## config.mk

```make
export PLATFORM = sky130hd
export DESIGN_NAME = toy_mcore_feeder_flat
export DESIGN_NICKNAME = d
export VERILOG_FILES = /design/src/rtl/toy_mcore_feeder_pkg.sv /design/src/rtl/toy_mcore_feeder_if.sv /design/src/rtl/toy_mcore_feeder_buf.sv /design/src/rtl/toy_mcore_feeder.sv /design/src/flat_wrapper.sv
export SDC_FILE = /design/constraint.sdc
export NUM_CORES = 1
export LEC_CHECK = 0
export CORE_MARGIN = 2
export CORE_UTILIZATION = 45
export CTS_CLUSTER_DIAMETER = 150
export DETAILED_ROUTE_END_ITERATION = 10
export HOLD_SLACK_MARGIN = 0.15
export PLACE_DENSITY = 0.65
export SYNTH_ARGS = -nofsm -noshare
export SYNTH_HDL_FRONTEND = slang
export SYNTH_SLANG_ARGS = --single-unit
```

## constraint.sdc

```tcl
create_clock -name clk -period 3.3 [get_ports clk]
set_input_delay 0.99 -clock clk [delete_from_list [all_inputs] [get_ports clk]]
set_output_delay 0.99 -clock clk [all_outputs]
set_load 0.02 [all_outputs]
```

## src/rtl/toy_mcore_feeder_pkg.sv

```systemverilog
`default_nettype none
// ============================================================================
//  Module   : toy_vpack (package)
//  Brief    : Shared vector geometry, state encoding and depth constant for
//             the toy_mcore feeder.
//  Revision : 1.0  initial release
// ============================================================================
package toy_vpack;

    localparam int V_ELEMENT_NUM = 4;
    localparam int V_REG_WIDTH   = 8;
    localparam int FEED_DEPTH    = 8;

    // One element per array row/column, element 0 in the low bits.
    typedef logic [V_ELEMENT_NUM-1:0][V_REG_WIDTH-1:0] v_vec_t;

    typedef enum logic [2:0] {
        IDLE   = 3'd0,
        FILL   = 3'd1,
        STREAM = 3'd2,
        LOAD   = 3'd3,
        SHIFT  = 3'd4,
        DONE   = 3'd5
    } feed_state_e;

endpackage
`default_nettype wire

```

## src/rtl/toy_mcore_feeder_if.sv

```systemverilog
`default_nettype none
// ============================================================================
//  Module   : toy_mcore_feeder_if
//  Brief    : Beat input stream plus array-side drive signals of the feeder.
//             slave = feeder view, master = producer/array view.
//  Revision : 1.0  initial release
// ============================================================================
interface toy_mcore_feeder_if;
    import toy_vpack::*;

    logic                     in_valid;
    logic                     in_ready;
    v_vec_t                   in_x;
    v_vec_t                   in_y;
    logic                     in_last;
    v_vec_t                   din;
    logic [V_ELEMENT_NUM-1:0] din_en;
    v_vec_t                   din_y;
    logic [V_ELEMENT_NUM-1:0] load_en;
    logic [V_ELEMENT_NUM-1:0] shift_en;
    logic                     done;
    logic                     ovf_err;

    modport slave (
        input  in_valid, in_x, in_y, in_last,
        output in_ready, din, din_en, din_y, load_en, shift_en, done, ovf_err
    );

    modport master (
        output in_valid, in_x, in_y, in_last,
        input  in_ready, din, din_en, din_y, load_en, shift_en, done, ovf_err
    );

endinterface
`default_nettype wire

```

## src/rtl/toy_mcore_feeder_buf.sv

```systemverilog
`default_nettype none
// ============================================================================
//  Module   : toy_feed_buf
//  Brief    : DEPTH-entry x/y tile register file, one write port and one
//             independent read index per row (x) and per column (y).
//  Revision : 1.0  initial release
// ============================================================================
module toy_feed_buf
    import toy_vpack::*;
#(
    parameter int DEPTH = FEED_DEPTH,
    parameter int A_W   = 3
) (
    input  wire logic                                clk,
    input  wire logic                                rst_n,
    input  wire logic                                we,
    input  wire logic [A_W-1:0]                      waddr,
    input  wire v_vec_t                              wx,
    input  wire v_vec_t                              wy,
    input  wire logic [V_ELEMENT_NUM-1:0][A_W-1:0]   rx_idx,
    input  wire logic [V_ELEMENT_NUM-1:0][A_W-1:0]   ry_idx,
    output v_vec_t                                   rx,
    output v_vec_t                                   ry
);

    v_vec_t r_mem_x [DEPTH];
    v_vec_t r_mem_y [DEPTH];

    // Beat storage; cleared on reset so a discarded tile leaves nothing behind.
    always_ff @(posedge clk or negedge rst_n) begin
        if (!rst_n) begin
            for (int i = 0; i < DEPTH; i++) begin
                r_mem_x[i] <= '0;
                r_mem_y[i] <= '0;
            end
        end else if (we) begin
            r_mem_x[waddr] <= wx;
            r_mem_y[waddr] <= wy;
        end
    end

    // Lane r only ever needs element r of the beat it is pointed at.
    for (genvar r = 0; r < V_ELEMENT_NUM; r++) begin : g_rd
        assign rx[r] = r_mem_x[rx_idx[r]][r];
        assign ry[r] = r_mem_y[ry_idx[r]][r];
    end

endmodule
`default_nettype wire

```

## src/rtl/toy_mcore_feeder.sv

```systemverilog
`default_nettype none
// ============================================================================
//  Module   : toy_mcore_feeder
//  Brief    : Buffers a K-beat tile, replays it diagonally skewed into the
//             systolic array, then sequences load/shift drain and pulses done.
//             Optional macro TOY_FEEDER_PERF_EN adds perf_cycles/perf_tiles.
//  Revision : 1.0  initial release
// ============================================================================
module toy_mcore_feeder
    import toy_vpack::*;
#(
    parameter int DEPTH = FEED_DEPTH
) (
    input  wire logic          clk,
    input  wire logic          rst_n,
    toy_mcore_feeder_if.slave  bus
`ifdef TOY_FEEDER_PERF_EN
    ,
    output logic [31:0]        perf_cycles,
    output logic [15:0]        perf_tiles
`endif
);

    localparam int PTR_W = $clog2(DEPTH + 1);
    localparam int A_W   = (DEPTH > 1) ? $clog2(DEPTH) : 1;
    localparam int T_W   = $clog2(DEPTH + V_ELEMENT_NUM);
    localparam int S_W   = $clog2(V_ELEMENT_NUM + 1);

    feed_state_e              r_state;
    logic [PTR_W-1:0]         r_wptr;
    logic [PTR_W-1:0]         r_k;
    logic [T_W-1:0]           r_t;
    logic [S_W-1:0]           r_s;
    logic                     r_in_ready;
    v_vec_t                   r_din;
    v_vec_t                   r_din_y;
    logic [V_ELEMENT_NUM-1:0] r_din_en;
    logic [V_ELEMENT_NUM-1:0] r_load_en;
    logic [V_ELEMENT_NUM-1:0] r_shift_en;
    logic                     r_done;
    logic                     r_ovf;

    logic                                w_acc;
    logic                                w_close;
    logic [A_W-1:0]                      w_waddr;
    logic [PTR_W-1:0]                    w_wptr_nx;
    logic [T_W-1:0]                      w_t_last;
    logic [V_ELEMENT_NUM-1:0]            w_hit;
    logic [V_ELEMENT_NUM-1:0][T_W-1:0]   w_dx;
    logic [V_ELEMENT_NUM-1:0][A_W-1:0]   w_idx;
    v_vec_t                              w_rx;
    v_vec_t                              w_ry;
    v_vec_t                              w_din_nx;
    v_vec_t                              w_din_y_nx;

    // in_ready is only ever high in IDLE/FILL, so it doubles as the write qualifier.
    assign w_acc     = bus.in_valid && r_in_ready;
    assign w_waddr   = (r_state == IDLE) ? '0 : r_wptr[A_W-1:0];
    assign w_wptr_nx = (r_state == IDLE) ? PTR_W'(1) : r_wptr + PTR_W'(1);
    assign w_close   = w_acc && (bus.in_last || (w_wptr_nx == PTR_W'(DEPTH)));
    assign w_t_last  = T_W'(r_k) + T_W'(V_ELEMENT_NUM - 2);

    // Lane r sees beat t-r; rows and columns share the same skew.
    for (genvar r = 0; r < V_ELEMENT_NUM; r++) begin : g_lane
        assign w_dx[r]       = r_t - T_W'(r);
        assign w_hit[r]      = (r_t >= T_W'(r)) && (w_dx[r] < T_W'(r_k));
        assign w_idx[r]      = w_dx[r][A_W-1:0];
        assign w_din_nx[r]   = w_hit[r] ? w_rx[r] : '0;
        assign w_din_y_nx[r] = w_hit[r] ? w_ry[r] : '0;
    end

    toy_feed_buf #(
        .DEPTH (DEPTH),
        .A_W   (A_W)
    ) u_buf (
        .clk    (clk),
        .rst_n  (rst_n),
        .we     (w_acc),
        .waddr  (w_waddr),
        .wx     (bus.in_x),
        .wy     (bus.in_y),
        .rx_idx (w_idx),
        .ry_idx (w_idx),
        .rx     (w_rx),
        .ry     (w_ry)
    );

    // Tile sequencer; every array-facing output is registered from the current state.
    always_ff @(posedge clk or negedge rst_n) begin
        if (!rst_n) begin
            r_state    <= IDLE;
            r_wptr     <= '0;
            r_k        <= '0;
            r_t        <= '0;
            r_s        <= '0;
            r_in_ready <= 1'b0;
            r_din      <= '0;
            r_din_y    <= '0;
            r_din_en   <= '0;
            r_load_en  <= '0;
            r_shift_en <= '0;
            r_done     <= 1'b0;
            r_ovf      <= 1'b0;
        end else begin
            r_din      <= '0;
            r_din_y    <= '0;
            r_din_en   <= '0;
            r_load_en  <= '0;
            r_shift_en <= '0;
            r_done     <= 1'b0;
            case (r_state)
                IDLE, FILL: begin
                    r_in_ready <= 1'b1;
                    if (w_acc) begin
                        r_wptr  <= w_wptr_nx;
                        r_state <= FILL;
                        if (w_close) begin
                            r_k        <= w_wptr_nx;
                            r_t        <= '0;
                            r_in_ready <= 1'b0;
                            r_state    <= STREAM;
                            // Closing on the depth limit rather than in_last means truncation.
                            if (!bus.in_last) begin
                                r_ovf <= 1'b1;
                            end
                        end
                    end
                end
                STREAM: begin
                    r_din    <= w_din_nx;
                    r_din_y  <= w_din_y_nx;
                    r_din_en <= w_hit;
                    r_t      <= r_t + T_W'(1);
                    if (r_t == w_t_last) begin
                        r_state <= LOAD;
                    end
                end
                LOAD: begin
                    r_load_en <= '1;
                    r_s       <= '0;
                    r_state   <= SHIFT;
                end
                SHIFT: begin
                    // Chain is V_ELEMENT_NUM cells plus the tail register.
                    r_shift_en <= '1;
                    r_s        <= r_s + S_W'(1);
                    if (r_s == S_W'(V_ELEMENT_NUM)) begin
                        r_state <= DONE;
                    end
                end
                DONE: begin
                    r_done     <= 1'b1;
                    r_in_ready <= 1'b1;
                    r_wptr     <= '0;
                    r_state    <= IDLE;
                end
                default: begin
                    r_state <= IDLE;
                end
            endcase
        end
    end

    assign bus.in_ready = r_in_ready;
    assign bus.din      = r_din;
    assign bus.din_y    = r_din_y;
    assign bus.din_en   = r_din_en;
    assign bus.load_en  = r_load_en;
    assign bus.shift_en = r_shift_en;
    assign bus.done     = r_done;
    assign bus.ovf_err  = r_ovf;

`ifdef TOY_FEEDER_PERF_EN
    logic [31:0] r_perf_cycles;
    logic [15:0] r_perf_tiles;

    // Busy-cycle counter saturates; tile counter wraps on each done pulse.
    always_ff @(posedge clk or negedge rst_n) begin
        if (!rst_n) begin
            r_perf_cycles <= '0;
            r_perf_tiles  <= '0;
        end else begin
            if ((r_state != IDLE) && (r_perf_cycles != '1)) begin
                r_perf_cycles <= r_perf_cycles + 32'd1;
            end
            if (r_done) begin
                r_perf_tiles <= r_perf_tiles + 16'd1;
            end
        end
    end

    assign perf_cycles = r_perf_cycles;
    assign perf_tiles  = r_perf_tiles;
`endif

endmodule
`default_nettype wire

```

## src/flat_wrapper.sv

```systemverilog
// flat-port wrapper written by rule: the top's interface ports become plain ports
module toy_mcore_feeder_flat import toy_vpack::*;
#(
    parameter int DEPTH = FEED_DEPTH
)
  (clk, rst_n, bus_in_valid, bus_in_x, bus_in_y, bus_in_last, bus_in_ready, bus_din, bus_din_en, bus_din_y, bus_load_en, bus_shift_en, bus_done, bus_ovf_err);
  toy_mcore_feeder_if bus_i ();
  input  wire logic clk;
  input  wire logic rst_n;
  input wire logic [$bits(bus_i.in_valid)-1:0] bus_in_valid;
  input wire logic [$bits(bus_i.in_x)-1:0] bus_in_x;
  input wire logic [$bits(bus_i.in_y)-1:0] bus_in_y;
  input wire logic [$bits(bus_i.in_last)-1:0] bus_in_last;
  output wire logic [$bits(bus_i.in_ready)-1:0] bus_in_ready;
  output wire logic [$bits(bus_i.din)-1:0] bus_din;
  output wire logic [$bits(bus_i.din_en)-1:0] bus_din_en;
  output wire logic [$bits(bus_i.din_y)-1:0] bus_din_y;
  output wire logic [$bits(bus_i.load_en)-1:0] bus_load_en;
  output wire logic [$bits(bus_i.shift_en)-1:0] bus_shift_en;
  output wire logic [$bits(bus_i.done)-1:0] bus_done;
  output wire logic [$bits(bus_i.ovf_err)-1:0] bus_ovf_err;
  assign bus_i.in_valid = bus_in_valid;
  assign bus_i.in_x = bus_in_x;
  assign bus_i.in_y = bus_in_y;
  assign bus_i.in_last = bus_in_last;
  assign bus_in_ready = bus_i.in_ready;
  assign bus_din = bus_i.din;
  assign bus_din_en = bus_i.din_en;
  assign bus_din_y = bus_i.din_y;
  assign bus_load_en = bus_i.load_en;
  assign bus_shift_en = bus_i.shift_en;
  assign bus_done = bus_i.done;
  assign bus_ovf_err = bus_i.ovf_err;
  toy_mcore_feeder #(.DEPTH(DEPTH)) u_core (.clk(clk), .rst_n(rst_n), .bus(bus_i));
endmodule
```

Yosys cells after proc, flatten, opt, wreduce, memory -nomap -nowiden
Cells that the tools add are included.
Operators by class
  multiplexer cells: 58
  $add $sub $neg: 7
  reduce and logical (&&, ||, !) cells: 18
  eq/ne operators: 12
  $lt $le $gt $ge: 14
  bitwise gates (word level): 6
Operators with widths (count)
  binary-select mux 32 bit (select 3 bit): 8
  bitwise mux 256 bit: 2
  two-way mux 32 bit: 7
  demux 32 bit (select 3 bit): 1
  two-way mux 24 bit: 4
  two-way mux 8 bit: 12
  two-way mux 16 bit: 4
  two-way mux 4 bit: 7
  greater-or-equal comparator 4 bit (second input constant): 5
  NOT 3 -> 4 bit: 5
  < comparator 4 bit: 4
  case mux 4 bit (2 select lines): 2
  two-way mux 3 bit: 4
  case mux 3 bit (4 select lines): 1
  equality test 3 bit (second input constant): 3
  AND reduction 3 bit: 3
  adder 4 x 1 -> 4 bit (second input constant): 2
  greater-or-equal comparator 4 x 1 -> 1 bit (second input constant): 2
  greater-or-equal comparator 4 x 2 -> 1 bit (second input constant): 2
  != test 2 x 1 -> 1 bit (second input constant): 4
  subtractor 4 x 2 -> 4 bit (second input constant): 2
  logical AND 1 bit: 7
  equality test 3 x 2 -> 1 bit (second input constant): 2
  case mux 3 bit (2 select lines): 1
  17 further kinds: 21
Word-level totals
  word-level logic and storage cells: 198
  input bits: 68
  bits in registers: 609

Longest topological paths before layout
  depth after elaboration: 8
  gate-level depth with buffers: 14
  mapped depth without buffers: 9

Hierarchy
Synthesis repeated with hierarchy kept, for this count alone.
Unflattened totals
  cell total of the unflattened synthesis: 1626
  area total of the unflattened synthesis: 27301.2 um^2
Modules (own cells, without submodules)
  toy_feed_buf: seq. area each 12812.3 um^2, cells an instance 1319, times used 1, area each 23453.7 um^2
  toy_mcore_feeder: seq. area each 2277.2 um^2, cells an instance 307, times used 1, area each 3847.4 um^2

Worst setup path after synthesis
OpenSTA, ideal clock, no wires.
  path kind: reg-to-reg
  from: register u_core.r_t[1]
  to: register u_core.r_din, in the netlist u_core.bus.din[15]
  setup slack: -157 ps
  stages on the path, launching flop included: 15
  arrival: 3379 ps
  required time: 3222 ps
  setup time: 78 ps
  path through: dfrtp_1 buf_2 buf_1 inv_1 ha_1 clkbuf_1 clkbuf_1 inv_1 ha_1 nor2b_1 o21a_1 o21ai_0 nand2_1 clkbuf_1 a21oi_1
Between the ends
  longest elaborated chain between the ends: 7
  elaborated cells on any way between the ends: 10
RTL lines
  from (decl): RTL line toy_mcore_feeder.sv:32  | logic [T_W-1:0] r_t;
  from (signal assigned): RTL line toy_mcore_feeder.sv:133  | r_t <= r_t + T_W'(1);
  subtractor 4 x 1 -> 4 bit: RTL line toy_mcore_feeder.sv:65  | assign w_dx[r] = r_t - T_W'(r);
  NOT 3 -> 4 bit (implied by the code): RTL line toy_mcore_feeder_buf.sv:44  | assign rx[r] = r_mem_x[rx_idx[r]][r];
  binary-select mux 32 bit (select 3 bit): RTL line toy_mcore_feeder_buf.sv:44
  two-way mux 16 bit (implied by the code) (2 in a row): RTL line toy_mcore_feeder_buf.sv:44
  two-way mux 8 bit (*): RTL line toy_mcore_feeder.sv:68  | assign w_din_nx[r] = w_hit[r] ? w_rx[r] : '0;
  two-way mux 32 bit (*): RTL line toy_mcore_feeder.sv:111  | case (r_state)
  to (signal assigned): RTL line toy_mcore_feeder.sv:130  | r_din <= w_din_nx;
  to (decl): RTL line toy_mcore_feeder.sv:35  | v_vec_t r_din;
Every way passes the cells marked *; elsewhere a longest branch is shown, timed or not. The select of a mux whose other input is x is not followed.
A chain may end at the register's enable or synchronous reset.

Worst setup path after layout
  from: register u_core.r_t[1]
  to: register u_core.r_din_y, in the netlist u_core.bus.din_y[31]
Between the ends
  longest elaborated chain between the ends: 7
  elaborated cells on any way between the ends: 10
RTL lines
  subtractor 4 x 2 -> 4 bit: RTL line toy_mcore_feeder.sv:65
  NOT 3 -> 4 bit (implied by the code): RTL line toy_mcore_feeder_buf.sv:45  | assign ry[r] = r_mem_y[ry_idx[r]][r];
  binary-select mux 32 bit (select 3 bit): RTL line toy_mcore_feeder_buf.sv:45
  two-way mux 32 bit (implied by the code) (2 in a row): RTL line toy_mcore_feeder_buf.sv:45
  two-way mux 8 bit (*): RTL line toy_mcore_feeder.sv:69  | assign w_din_y_nx[r] = w_hit[r] ? w_ry[r] : '0;
  two-way mux 32 bit (*): RTL line toy_mcore_feeder.sv:111
  to (signal assigned): RTL line toy_mcore_feeder.sv:131  | r_din_y <= w_din_y_nx;
  to (decl): RTL line toy_mcore_feeder.sv:36  | v_vec_t r_din_y;
Marked as above.

==> reports/qor.yml <==
htree_levels: 2
drv_slew: 0
grt_pass1_vias: 16200
post_cts_buffers: 0
clock_power_share_pct: 25.3
layout-drive-gt1-share_pct: 38.8
ant_nets: 0
die_w_um: 246
start_util_pct: 45.6
root_buffer: "clkbuf_16"
yosys_warnings: 0
fp-row-count: 88
clk_pin_slew_ns: 0.06
r2r_cells: 9
synth_top_area_share_pct: 57.4
p_per_area_nw_per_um2: 923
whs_ns: 0.376
cts_resized: 0
cts.sinks: 603
fin_crit_sh_pct: 88.8
synth_cell_types: 47
synth_common_cells: "dfrtp_1, mux2_2, nand2_1"
finalHoldViolCount: 0
syn_nets: 1810
sw_frac_of_total_pct: 30.4
dp_hpwl_mm: 36.4
hold_class: "in2async"
cts_buffers: 61
drcViolationCount: 0
pwr-share-seq_pct: 40.8
peakVddDrop_mv: 0.533
place.gp.congestion: 0.808
fin_skew_ns: 0.0247
pin_count: 147
synth_ff_type: "dfrtp_1"
yosys-mux-area-fraction_pct: 33.0
grt_use_met3_pct: 3.21
synth_edf_count: 0
crit_required_ns: 3.75
ys_seq_area_share_pct: 57.4
die_h_um: 246
final_nets: 1967
synthXorXnorAreaFrac_pct: 0.300
crit_path_end_kind: "register"
finalNonFillerCells: 2693
grt_start_max_net_pins: 95
cap_violations: 0
min_period_ns: 2.93
tritoncts: "yes"
grt_usage_pct: 20.6
switching_power_w: 0.00872
yosysMostFrequentCell: "dfrtp_1"
worst_slew_pin_slew_ns: 0.829
drt_first_iter_violations: 972
critPathLaunchType: "register"
grt_pass1_wl_mm: 95.8
worstSkewPairLatency_ns: 0.63
synth-compound-area-share_pct: 2.00
firstDrtPassIters: 5
ctsHoldBuffers: 0
grt_overflow: 0
synth-adder-area-share_pct: 1.24
rsz0062_at_grt: "false"
cts_buffer_depth: 3
wirelength_mm: 60.0
syn-instance-count: 1716
setup_viol: 0
synth_top_family_by_area: "multiplexers"
antenna_found_initial: 7
max_freq_mhz: 341
coreArea_sq_um: 57700
relSlewSlack_pct: 44.7
vias: 15000
dp.cells: 2575
path_max_fanout: 23
top_usage_layer: "met2"
syn_avg_cell_area_sq_um: 15.3
timing.rr.end: "u_core.bus.din_y[31]$_DFF_PN0_"
synth-async-reset-ratio_pct: 100
reg2reg_slack_ns: 0.37
yosys.area_share.simple_pct: 3.44
use_met1_pct: 28.9
ys_seq_elements: 603
internal_power_w: 0.0200
dieArea_sq_um: 60400
setup-tns-final_ns: 0
area_growth_pct: 18.2
synth_area_leaders: "dfrtp_1, mux2_2, mux4_2, mux2_1, nand2_1"
use_met2_pct: 33.3
p_leak_nw: 13.9
port_buffers: 146
worst-endpoint-arrival_ns: 3.38
pwr-share-comb_pct: 34.0
r2r_start: "u_core.r_t[1]$_DFFE_PN0P_"
path_class: "reg2reg"
synth.largest_area_cell: "dfrtp_1"
outcome: "finished, final reports clean"
via_per_inst: 5.55
wire_per_inst_um: 22.3
syn_area_sq_um: 26300
[cell type report]
type	count	area, sq um
inverters	19	71.3
well taps	765	957
repair buffers	206	2270
clock inverters	23	334
clock buffers	92	1790
flip-flops and latches	603	15100
fillers	4703	26600
diodes	3	7.51
multi-input cells	982	10600
[critical path: stages (launching register included)]
cell	delay (ns)
dfrtp_4	0.67
inv_1	0.20
ha_2	0.42
ha_1	0.23
nor2b_1	0.13
o21a_1	0.16
o21ai_0	0.15
nand2_1	0.12
buf_4	0.24
a21oi_1	0.42
[power groups by stage]
| stage | Combinational, W | Sequential [W] | Clock [W] |
|---|---|---|---|
| global placement | 0.00958 | 0.0116 | 0 |
| detailed placement | 0.00984 | 0.0118 | 0 |
| finish | 0.00975 | 0.0117 | 0.00725 |
| CTS | 0.00990 | 0.0117 | 0.00743 |
| floorplan | 0.00748 | 0.0113 | 0 |
| global route | 0.0106 | 0.0120 | 0.00776 |
[per-layer routing]
metal / share of wire [%] / wire (um) / vias to the layer above
li1: - / - / 6546
met1: 45 / 27200 / 8040
met2: 48 / 29000 / 274
met3: 4.2 / 2520 / 84
met4: 2.0 / 1220 / 8
met5: 0.067 / 40 / -
[worst max-delay path by stage]
stage,endpoint,cells after the start,start,slack (ns)
2_1_floorplan,u_core.bus.din[15]$_DFF_PN0_,14,u_core.r_t[0]$_DFFE_PN0P_,0.05
3_3_place_gp,u_core.u_buf.r_mem_y[163]$_DFFE_PN0P_,7,bus_in_valid,0.12
3_5_place_dp,u_core.u_buf.r_mem_y[167]$_DFFE_PN0P_,7,bus_in_valid,0.10
4_1_cts,u_core.bus.din_y[31]$_DFF_PN0_,9,u_core.r_t[1]$_DFFE_PN0P_,0.38
5_1_grt,u_core.bus.din_y[31]$_DFF_PN0_,9,u_core.r_t[1]$_DFFE_PN0P_,0.25
6_report,u_core.bus.din_y[31]$_DFF_PN0_,9,u_core.r_t[1]$_DFFE_PN0P_,0.37
[flip-flops by register name (all words and copies together) (netlist names)]
name,flops
u_core.bus.ovf_err,1
u_core.u_buf.r_mem_x,256
u_core.u_buf.r_mem_y,256
u_core.bus.done,1
u_core.r_state,3
u_core.bus.din,32
u_core.bus.din_en,4
u_core.bus.in_ready,1
u_core.r_wptr,4
u_core.bus.shift_en,1
u_core.r_t,4
u_core.bus.din_y,32
u_core.r_k,4
u_core.bus.load_en,1
u_core.r_s,3
[layout by cell type, fill, tap and decap left out, types with 13 or more instances in the layout]
master             n
dfrtp_1          601
mux2_2           443
nand2_1          153
clkdlybuf4s50_1  145
mux4_2           128
mux2_1            71
a21oi_1           69
clkbuf_16         62
buf_4             32
buf_12            28
ha_1              25
clkbuf_1          17
inv_1             15
nor2_1            14
clkbuf_8          13
[logic make-up (layout without fill, tap and decap cells)]
family / after synthesis / count (layout)
XOR/XNOR: 9 / 9
AO/OA/AOI/OAI: 97 / 97
multiplexers: 644 / 644
other: 0 / 3
AND/OR/NAND/NOR: 206 / 206
adder cells (fa/ha/maj): 26 / 26
flip-flops: 603 / 603
buffers and inverters: 131 / 340
[metrics by stage]
stage | setup slack, ns | power, W | utilization (%) | area, sq um
3_3_place_gp | 0.117 | 0.0212 | 50.2 | 29000
2_1_floorplan | 0.0481 | 0.0187 | - | 26300
3_5_place_dp | 0.104 | 0.0216 | 50.2 | 29000
5_1_grt | 0.255 | 0.0304 | 53.9 | 31100
6_report | 0.370 | 0.0287 | 53.9 | 31100
4_1_cts | 0.385 | 0.0290 | 53.9 | 31100
No activity file was read; power rests on OpenSTA's default activity.
